### src/rtl/bottle_pkg.sv
// Shared types and constants for the operator setting-entry stage.
package bottle_pkg;

  typedef enum logic [1:0] {S_IDLE, S_EDIT, S_CHECK, S_COMMIT} state_e;

  typedef logic [3:0] bcd_t;

  // Digit index under edit; doubles as the working-copy slot index.
  localparam logic [1:0] SEL_PILL_L = 2'd0;
  localparam logic [1:0] SEL_PILL_H = 2'd1;
  localparam logic [1:0] SEL_BOT_L  = 2'd2;
  localparam logic [1:0] SEL_BOT_H  = 2'd3;

  localparam logic [7:0] PILL_DEF_VAL = 8'h10;
  localparam logic [7:0] BOT_DEF_VAL  = 8'h05;

  // Bit positions of the four keys in the debouncer array.
  localparam int KEY_DEC  = 0;
  localparam int KEY_INC  = 1;
  localparam int KEY_SEL  = 2;
  localparam int KEY_OK   = 3;
  localparam int NUM_KEYS = 4;

  // Single BCD digit +1 with 9->0 wrap, no carry out.
  function automatic bcd_t bcd_inc(input bcd_t d);
    return (d >= 4'd9) ? 4'd0 : d + 4'd1;
  endfunction

  // Single BCD digit -1 with 0->9 wrap, no borrow out.
  function automatic bcd_t bcd_dec(input bcd_t d);
    return (d == 4'd0 || d > 4'd9) ? 4'd9 : d - 4'd1;
  endfunction

endpackage

### src/rtl/set_entry_key_debounce.sv
// One front-panel key: 2-flop synchroniser, run-length debouncer and a
// one-cycle press pulse on each debounced rising edge.
module key_debounce #(
  parameter int DEB_CYCLES = 20
) (
  input  logic clk_i,
  input  logic rst_i,
  input  logic raw_i,
  output logic level_o,
  output logic press_o
);

  localparam int CW = (DEB_CYCLES > 1) ? $clog2(DEB_CYCLES) : 1;

  logic [1:0]    sync_q;
  logic [CW-1:0] cnt_q;
  logic          lvl_q;
  logic          lvl_dly_q;
  logic          press_q;

  // Level flips only after DEB_CYCLES consecutive samples that disagree with it;
  // the press pulse is registered off the level, one cycle after it rises.
  always_ff @(posedge clk_i) begin
    if (rst_i) begin
      sync_q    <= '0;
      cnt_q     <= '0;
      lvl_q     <= 1'b0;
      lvl_dly_q <= 1'b0;
      press_q   <= 1'b0;
    end else begin
      sync_q <= {sync_q[0], raw_i};
      if (sync_q[1] == lvl_q) begin
        cnt_q <= '0;
      end else if (cnt_q == CW'(DEB_CYCLES - 1)) begin
        cnt_q <= '0;
        lvl_q <= sync_q[1];
      end else begin
        cnt_q <= cnt_q + CW'(1);
      end
      lvl_dly_q <= lvl_q;
      press_q   <= lvl_q & ~lvl_dly_q;
    end
  end

  assign level_o = lvl_q;
  assign press_o = press_q;

endmodule

### src/rtl/set_entry.sv
// Setting-entry stage: edits a working copy of pills-per-bottle and
// bottles-per-batch (BCD) from four debounced keys, validates it and commits
// it atomically to the outputs consumed by the counting stage.
// Optional: define SET_ENTRY_AUTO_REPEAT_EN for inc/dec auto-repeat while held.
module set_entry
  import bottle_pkg::*;
#(
  parameter int         DEB_CYCLES    = 20,
  parameter logic [7:0] PILL_DEF      = PILL_DEF_VAL,
  parameter logic [7:0] BOT_DEF       = BOT_DEF_VAL,
  parameter int         REPEAT_CYCLES = 50
) (
  input  logic       CLK,
  input  logic       RST,
  input  logic       EN_set,
  input  logic       key_sel,
  input  logic       key_inc,
  input  logic       key_dec,
  input  logic       key_ok,
  output logic [3:0] maxL,
  output logic [3:0] maxH,
  output logic [3:0] bot_maxL,
  output logic [3:0] bot_maxH,
  output logic [1:0] sel,
  output logic       editing,
  output logic       valid,
  output logic       err
);

  logic [NUM_KEYS-1:0] key_raw;
  logic [NUM_KEYS-1:0] key_lvl;
  logic [NUM_KEYS-1:0] key_p;

  assign key_raw = {key_ok, key_sel, key_inc, key_dec};

  key_debounce #(.DEB_CYCLES(DEB_CYCLES)) u_key [NUM_KEYS-1:0] (
    .clk_i   (CLK),
    .rst_i   (RST),
    .raw_i   (key_raw),
    .level_o (key_lvl),
    .press_o (key_p)
  );

  state_e          state_q;
  logic [3:0][3:0] wrk_q;      // [0]=pill L, [1]=pill H, [2]=bot L, [3]=bot H
  logic [7:0]      pill_q;
  logic [7:0]      bot_q;
  logic [1:0]      sel_q;
  logic            editing_q;
  logic            valid_q;
  logic            err_q;
  logic            en_q;

  logic ok_p, sel_p, inc_act, dec_act;

  assign ok_p  = key_p[KEY_OK];
  assign sel_p = key_p[KEY_SEL];

`ifdef SET_ENTRY_AUTO_REPEAT_EN
  // First repeat lands 4*REPEAT_CYCLES after the press action, later ones every
  // REPEAT_CYCLES; the timer starts when the level rises, one cycle before the press.
  localparam int RW        = $clog2(4 * REPEAT_CYCLES + 2);
  localparam int FIRST_THR = 4 * REPEAT_CYCLES + 1;
  localparam int NEXT_THR  = REPEAT_CYCLES - 1;

  logic [RW-1:0] rpt_cnt_q;
  logic          rpt_armed_q;
  logic          rpt_hold;
  logic          rpt_p;

  assign rpt_hold = (state_q == S_EDIT) && (key_lvl[KEY_INC] || key_lvl[KEY_DEC]);
  assign rpt_p    = rpt_hold &&
                    (rpt_armed_q ? (rpt_cnt_q == RW'(NEXT_THR)) : (rpt_cnt_q == RW'(FIRST_THR)));

  // Repeat timer; cleared on release or whenever the FSM leaves EDIT.
  always_ff @(posedge CLK) begin
    if (RST || !rpt_hold) begin
      rpt_cnt_q   <= '0;
      rpt_armed_q <= 1'b0;
    end else if (rpt_p) begin
      rpt_cnt_q   <= '0;
      rpt_armed_q <= 1'b1;
    end else begin
      rpt_cnt_q <= rpt_cnt_q + RW'(1);
    end
  end

  assign inc_act = key_p[KEY_INC] | (rpt_p & key_lvl[KEY_INC]);
  assign dec_act = key_p[KEY_DEC] | (rpt_p & key_lvl[KEY_DEC] & ~key_lvl[KEY_INC]);
`else
  localparam int unused_rpt_cycles = REPEAT_CYCLES;
  logic unused_key_lvl;
  assign unused_key_lvl = ^key_lvl;
  assign inc_act = key_p[KEY_INC];
  assign dec_act = key_p[KEY_DEC];
`endif

  // Edit/validate/commit FSM; outputs are registered and change only on commit or reset.
  always_ff @(posedge CLK) begin
    if (RST) begin
      state_q   <= S_IDLE;
      pill_q    <= PILL_DEF;
      bot_q     <= BOT_DEF;
      wrk_q     <= {BOT_DEF, PILL_DEF};
      sel_q     <= SEL_PILL_L;
      editing_q <= 1'b0;
      valid_q   <= 1'b0;
      err_q     <= 1'b0;
      en_q      <= 1'b1;   // EN_set held through reset must toggle before editing starts
    end else begin
      en_q    <= EN_set;
      valid_q <= 1'b0;
      unique case (state_q)
        S_IDLE: begin
          if (EN_set && !en_q) begin
            wrk_q     <= {bot_q, pill_q};
            sel_q     <= SEL_PILL_L;
            err_q     <= 1'b0;
            editing_q <= 1'b1;
            state_q   <= S_EDIT;
          end
        end
        S_EDIT: begin
          if (!EN_set) begin
            editing_q <= 1'b0;
            state_q   <= S_IDLE;
          end else if (ok_p) begin
            state_q <= S_CHECK;
          end else if (sel_p) begin
            sel_q <= sel_q + 2'd1;
            err_q <= 1'b0;
          end else if (inc_act) begin
            wrk_q[sel_q] <= bcd_inc(wrk_q[sel_q]);
            err_q        <= 1'b0;
          end else if (dec_act) begin
            wrk_q[sel_q] <= bcd_dec(wrk_q[sel_q]);
            err_q        <= 1'b0;
          end
        end
        S_CHECK: begin
          // Downstream matches ones == maxL-1, so a zero ones digit can never fire.
          if (wrk_q[SEL_PILL_L] == 4'd0 ||
              {wrk_q[SEL_BOT_H], wrk_q[SEL_BOT_L]} == 8'h00) begin
            err_q   <= 1'b1;
            state_q <= S_EDIT;
          end else begin
            pill_q    <= {wrk_q[SEL_PILL_H], wrk_q[SEL_PILL_L]};
            bot_q     <= {wrk_q[SEL_BOT_H], wrk_q[SEL_BOT_L]};
            valid_q   <= 1'b1;
            err_q     <= 1'b0;
            editing_q <= 1'b0;
            state_q   <= S_COMMIT;
          end
        end
        S_COMMIT: begin
          state_q <= S_IDLE;
        end
        default: state_q <= S_IDLE;
      endcase
    end
  end

  assign maxL     = pill_q[3:0];
  assign maxH     = pill_q[7:4];
  assign bot_maxL = bot_q[3:0];
  assign bot_maxH = bot_q[7:4];
  assign sel      = sel_q;
  assign editing  = editing_q;
  assign valid    = valid_q;
  assign err      = err_q;

endmodule
### config.mk
export PLATFORM = sky130hd
export DESIGN_NAME = set_entry
export DESIGN_NICKNAME = d
export VERILOG_FILES = /design/src/rtl/bottle_pkg.sv /design/src/rtl/set_entry_key_debounce.sv /design/src/rtl/set_entry.sv
export SDC_FILE = /design/constraint.sdc
export NUM_CORES = 1
export LEC_CHECK = 0
export CAP_MARGIN = 20
export CORE_MARGIN = 3
export CORE_UTILIZATION = 60
export CTS_BUF_LIST = sky130_fd_sc_hd__clkbuf_4 sky130_fd_sc_hd__clkbuf_8
export DETAILED_ROUTE_END_ITERATION = 10
export HOLD_SLACK_MARGIN = 0.02
export PLACE_DENSITY = 0.87
export SYNTH_ARGS = -nofsm -noshare
export SYNTH_HDL_FRONTEND = slang
export SYNTH_SLANG_ARGS = --single-unit
### constraint.sdc
create_clock -name CLK -period 2.8 [get_ports CLK]
set_input_delay 0.56 -clock CLK [delete_from_list [all_inputs] [get_ports CLK]]
set_output_delay 0.56 -clock CLK [all_outputs]
set_load 0.01 [all_outputs]
* Word-level counts from Yosys, hierarchy flattened
Index checks and enable logic that the tools add are counted.
Cells by class: add/sub/neg operators 7, $lt $le $gt $ge 4, bitwise operators 14, eq/ne operators 21, multiplexer cells 38, reductions and logical operators 26
Operators with widths (count):
- two-way mux 16 bit | 6
- bitwise mux 16 bit | 2
- one-hot mux 16 bit (2 select lines) | 1
- adder 5 x 1 -> 5 bit, second input constant | 4
- == test 5 bit, second input constant | 4
- two-way mux 2 bit | 8
- two-way mux 4 bit | 4
- inequality test 2 bit, second input constant | 6
- AND reduction 2 bit | 6
- OR reduction 3 bit | 4
- two-way mux 1 bit | 11
- inverter 1 bit | 10
- AND reduction 5 bit | 2
- binary-select mux 4 bit (select 2 bit) | 1
- demux 4 bit (select 2 bit) | 1
- logical NOT 4 bit | 2
- logical NOT 8 bit | 1
- one-hot mux 2 bit (4 select lines) | 1
- one-hot mux 1 bit (3 select lines) | 2
- AND reduction 6 bit | 1
- adder 4 x 1 -> 4 bit, second input constant | 1
- AND 1 bit | 4
- == test 1 bit | 4
- == test 2 bit, second input constant | 2
- other kinds (20) | 22
Word-level totals: output and inout bits 21, bits of input ports 7, register bits 80, logic and storage cells 142

* Logic depth before layout (Yosys ltp)
depth after elaboration 12, gate-level depth with buffers 9, mapped depth without buffers 8

* Hierarchy
From an unflattened synthesis, not the netlist that was laid out.
Second synthesis, totals: cells, all modules 398, area, all modules 3709.8 um^2
Modules (own cells, without submodules):
- set_entry | sequential area each 800.8 um^2, cells each 258, area an instance 2218.4 um^2, instances 1
- key_debounce | sequential area each 200.2 um^2, cells each 35, area an instance 372.9 um^2, instances 4

* Least setup slack after synthesis
Ideal clock, no wire load.
kind register to register, start point register sel_q[1] (netlist: sel[1]), end point register wrk_q[4] (netlist name), arrival 2.478 ns, required time 2.678 ns, slack 0.199 ns, period minus slack after synthesis 2.601 ns, library setup time 0.122 ns, path buffers 1, cell stages (with the launch flop) 10, cells stage by stage dfxtp_1 buf_6 mux4_1 inv_1 ha_1 nor2_1 o21a_1 o21a_1 or2_1 a311o_1
On the way: word-level cells in the longest chain between the ends 12, elaborated cells on any way between the ends 23, classes of those cells 2 x add/sub; 4 x order compare; 14 x mux; 3 x reduce/logical
Ends and longest elaborated chain:
- start, declared | line set_entry.sv:48 | logic [1:0] sel_q;
- start signal, assigned | line set_entry.sv:130 | sel_q <= sel_q + 2'd1;
- binary-select mux 4 bit (select 2 bit) | line set_entry.sv:133, set_entry.sv:136
- two-way mux 4 bit (implied by the code) | line set_entry.sv:133, set_entry.sv:136
- > comparator 4 bit or logical NOT 4 bit (tied branches) | line bottle_pkg.sv:31 | return (d == 4'd0 || d > 4'd9) ? 4'd9 : d - 4'd1;
- logical OR 1 bit | line bottle_pkg.sv:31
- two-way mux 4 bit | line bottle_pkg.sv:31
- bitwise mux 16 bit | line set_entry.sv:136 | wrk_q[sel_q] <= bcd_dec(wrk_q[sel_q]);
- two-way mux 16 bit | line set_entry.sv:135 | end else if (dec_act) begin
- two-way mux 16 bit (*) | line set_entry.sv:132 | end else if (inc_act) begin
- two-way mux 16 bit (*) | line set_entry.sv:129 | end else if (sel_p) begin
- two-way mux 16 bit (*) | line set_entry.sv:127 | end else if (ok_p) begin
- two-way mux 16 bit (*) | line set_entry.sv:124 | if (!EN_set) begin
- one-hot mux 16 bit (2 select lines) (*) | line set_entry.sv:113 | unique case (state_q)
- end signal, assigned | line set_entry.sv:116 | wrk_q <= {bot_q, pill_q};
- end signal, assigned by index | line set_entry.sv:133 | wrk_q[sel_q] <= bcd_inc(wrk_q[sel_q]);
- end signal, assigned by index | line set_entry.sv:136
- end, declared | line set_entry.sv:45 | logic [3:0][3:0] wrk_q;
Mark *: on every way between the ends. The rest lies on a longest branch, timed or not. The select of a mux whose other input is x is not followed. A chain may end at the register's enable or synchronous reset.

* Worst setup path in the final report
start point register sel_q[1] (netlist: sel[1]), end point register wrk_q[8] (netlist name)
Same word-level chain as after synthesis.

==> impl_metrics.csv <==
group,metric,value,unit
outcome,status,"finished, final reports clean",
clock_network,clk_pin_slew,80,ps
drt,finalWirelength,7.90,mm
sta,rsz0062_at_grt,"no",
sta,clock_skew,10.4,ps
cells_and_area,layout_common_cells,"dfxtp_1, nor2_1, clkdlybuf4s50_1",
sta,relSlewSlack,0.540,
cells_and_area,final-seq-area,1600,um2
drt,ant_nets,0,
clock_network,cts-htree-levels,3,
synthesis,synth.area.top_cells,"dfxtp_1, mux2i_1, ha_1, nor2_1, nor2b_1",
grt,grt_usage,0.243,
grt,grt_pass1_wl,13.4,mm
drt,drtIter0Drc,214,
setup_path,cp.buffers_inverters,1,
floorplanning,ios,28,
synthesis,synth_cell_types,48,
clock_network,cts-root-buf,"clkbuf_8",
cells_and_area,finalNetCount,433,
cells_and_area,drive_gt1_frac,0.0867,
floorplanning,die_area,6860,um2
synthesis,synth_edf_count,0,
clock_network,cts_buffers,9,
drt,via_count,2921,
setup_path,crit_chain,"mux4_1 > inv_1 > ha_1 > nor2_1 > o21a_1 > o21a_1 > or2_1 > a311o_1",
setup_path,crit_family,"compound AO/OA/AOI/OAI gates",
setup_path,cpPeakStageDelay,630,ps
floorplanning,start_util,0.631,
synthesis,synth_async_sr_flop_share,0,
clock_network,cts_setup_buffers,0,
setup_path,crit_type,"reg2reg",
grt,grt_max_degree,20,
sta,hold_violations,0,
pwr,p_per_area,610,nW/um2
cells_and_area,areaGrowthSynthToFinish,15.6,%
sta,final.setup.tns,0,ps
clock_network,clkLatencyLatePin,370,ps
sta,layout_min_cycle_time,2570,ps
worst_hold_path,min_path_type,"reg2reg",
synthesis,ys_ff_latch,80,
sta,final-setup-viol-count,0,
cells_and_area,stdcell_count,487,
synthesis,ys_seq_area_frac,0.452,
grt,antenna_found_initial,0,
setup_path,cp-start-kind,"flip-flop",
place,dp_cells,472,
setup_path,crit_arrival,2820,ps
clock_network,cts_tree,"built",
setup_path,cp_slowest_cell,"mux4_1",
cells_and_area,multiInputGateArea,1810,um2
floorplanning,core-area,5610,um2
setup_path,cp_common_cell,"o21a_1",
setup_path,crit_path_end_kind,"flip-flop",
synthesis,synth_cells,378,
run,drv_cap,0,
place,placed_cell_area,3910,um2
cells_and_area,fin_area,4090,um2
floorplanning,floorplan.die.height,82.8,um
sta,slew_violations,0,
synthesis,syn_avg_cell_area,9.37,um2
drt,wl_per_cell,16.2,um
drt,drtPass1Iterations,4,
grt,grt_pass1_vias,2899,
clock_network,clkSinkCount,80,
sta,worst_pin_slew,689,ps
drt,drc_errors,0,
pwr,leakagePower,1.59,nW
grt,grt_overflow,0,
clock_network,max-clock-path-buffers,2,
synthesis,syn-cell-area,3540,um2
setup_path,worstPathMaxFanout,5,
synthesis,synthFlopType,"dfxtp_1",
sta,fmax,0.390,GHz
floorplanning,rows,27,
synthesis,syn-num-nets,400,
drt,post_drt_via_cell_ratio,6.00,
cells_and_area,antenna_cells,0,
pwr,ir_worst_vdd,0.371,mV
cells_and_area,layout_commonest_cell,"dfxtp_1",
synthesis,yosysWarningCount,0,
setup_path,cp.required,3050,ps
place,post-dp-hpwl,5.56,mm
synthesis,synth_top_area_frac,0.452,
cells_and_area,fill_cells,411,
synthesis,yosys.area.top_type,"dfxtp_1",
place,globalplace.congestion,1.02,
place,port_buffers,27,
sta,fin_crit_sh,0.917,
floorplanning,die_w,82.8,um
==> through the flow <==
stage               utilization  power [mW]  worst slack [ps]  hold slack, ps
floorplan                     -        1.58               199             367
global placement          0.697        1.70               242             373
detailed placement        0.697        1.72               167             374
CTS                       0.729        2.48               161             388
global route              0.730        2.60              73.5             394
finish                    0.730        2.50               233             384
==> routing by layer <==
| metal | wire length [um] | vias up | global-route usage |
|---|---|---|---|
| met5 | 0 | - | 0 |
| met2 | 3680 | 105 | 0.386 |
| met4 | 265 | 0 | 0.144 |
| li1 | - | 1385 | - |
| met3 | 483 | 30 | 0.0556 |
| met1 | 3470 | 1401 | 0.301 |
==> cell type report <==
class / count / area share
multi-input cells: 266 / 0.442
flip-flops and latches: 80 / 0.392
repair buffers: 37 / 0.0844
clock buffers: 11 / 0.0370
well taps: 72 / 0.0220
inverters: 17 / 0.0156
clock inverters: 4 / 0.00703
==> worst register-to-register path, delay by kind of cell (launching register included) <==
kind                     cells  cell delay, ps
flip-flops                   1             380
AO/OA/AOI/OAI                3             730
buffers and inverters        1             140
multiplexers                 1             630
adder cells (fa/ha/maj)      1             250
AND/OR/NAND/NOR              2             330
==> flip-flops by register name (all words and copies together), names as in the netlist, 2 cells and up <==
signal           count
bot_q                8
sel                  2
u_key.press_o        4
u_key.sync_q         8
wrk_q               16
u_key.cnt_q         20
pill_q               8
u_key.level_o        4
u_key.lvl_dly_q      4
state_q              2
==> what timing repair did <==
| item | 4_1_cts | 5_1_grt |
|---|---|---|
| hold buffers | 0 | 0 |
| setup endpoints to repair | 0 | 2 |
| resized for setup | 0 | 2 |
==> cell usage after synthesis, drive strengths merged (2+ instances only) <==
cell and count:
dfxtp 80, nor2 48, mux2i 24, nand2 23
nor2b 18, inv 17, nand3 17, a21oi 16
ha 15, o21ai 14, a31oi 12, clkbuf 10
xnor2 8, xor2 8, nor3 7, buf 5
nor4 5, or3 5, and2 4, mux4 4
o221ai 4, a22oi 3, mux2 3, o21a 3
a211o 2, a311o 2, nand2b 2, nor3b 2
o2bb2ai 2
==> cells by family (layout without fill, tap and decap cells) <==
kind of cell | count (synthesis) | in the layout | share of synthesized area
and+or+nand+nor | 137 | 137 | 0.190
adders and majority gates | 15 | 15 | 0.0530
xor gates and xnor gates | 16 | 16 | 0.0396
buffers and inverters | 32 | 69 | 0.0371
DFF | 80 | 80 | 0.452
muxes | 31 | 31 | 0.105
AOI/OAI and AO/OA | 67 | 67 | 0.123
==> report_power, final <==
group	internal (mW)	switching [mW]	total [mW]
logic	0.187	0.267	0.454
registers	1.20	0.0613	1.26
clock network	0.367	0.418	0.784
==> final timing paths <==
kind | from | endpoint | slack (ps) | depth (start not counted)
setup reg to reg | sel[1]$_SDFFE_PP0P_ | wrk_q[8]$_SDFFE_PP1P_ | 230 | 8
setup / recovery | sel[1]$_SDFFE_PP0P_ | wrk_q[8]$_SDFFE_PP1P_ | 230 | 8
hold / removal | u_key[1].lvl_dly_q$_SDFF_PP0_ | u_key[1].press_o$_SDFF_PP0_ | 380 | 1
hold reg to reg | u_key[1].lvl_dly_q$_SDFF_PP0_ | u_key[1].press_o$_SDFF_PP0_ | 380 | 1
(Power assumes the default switching activity.)
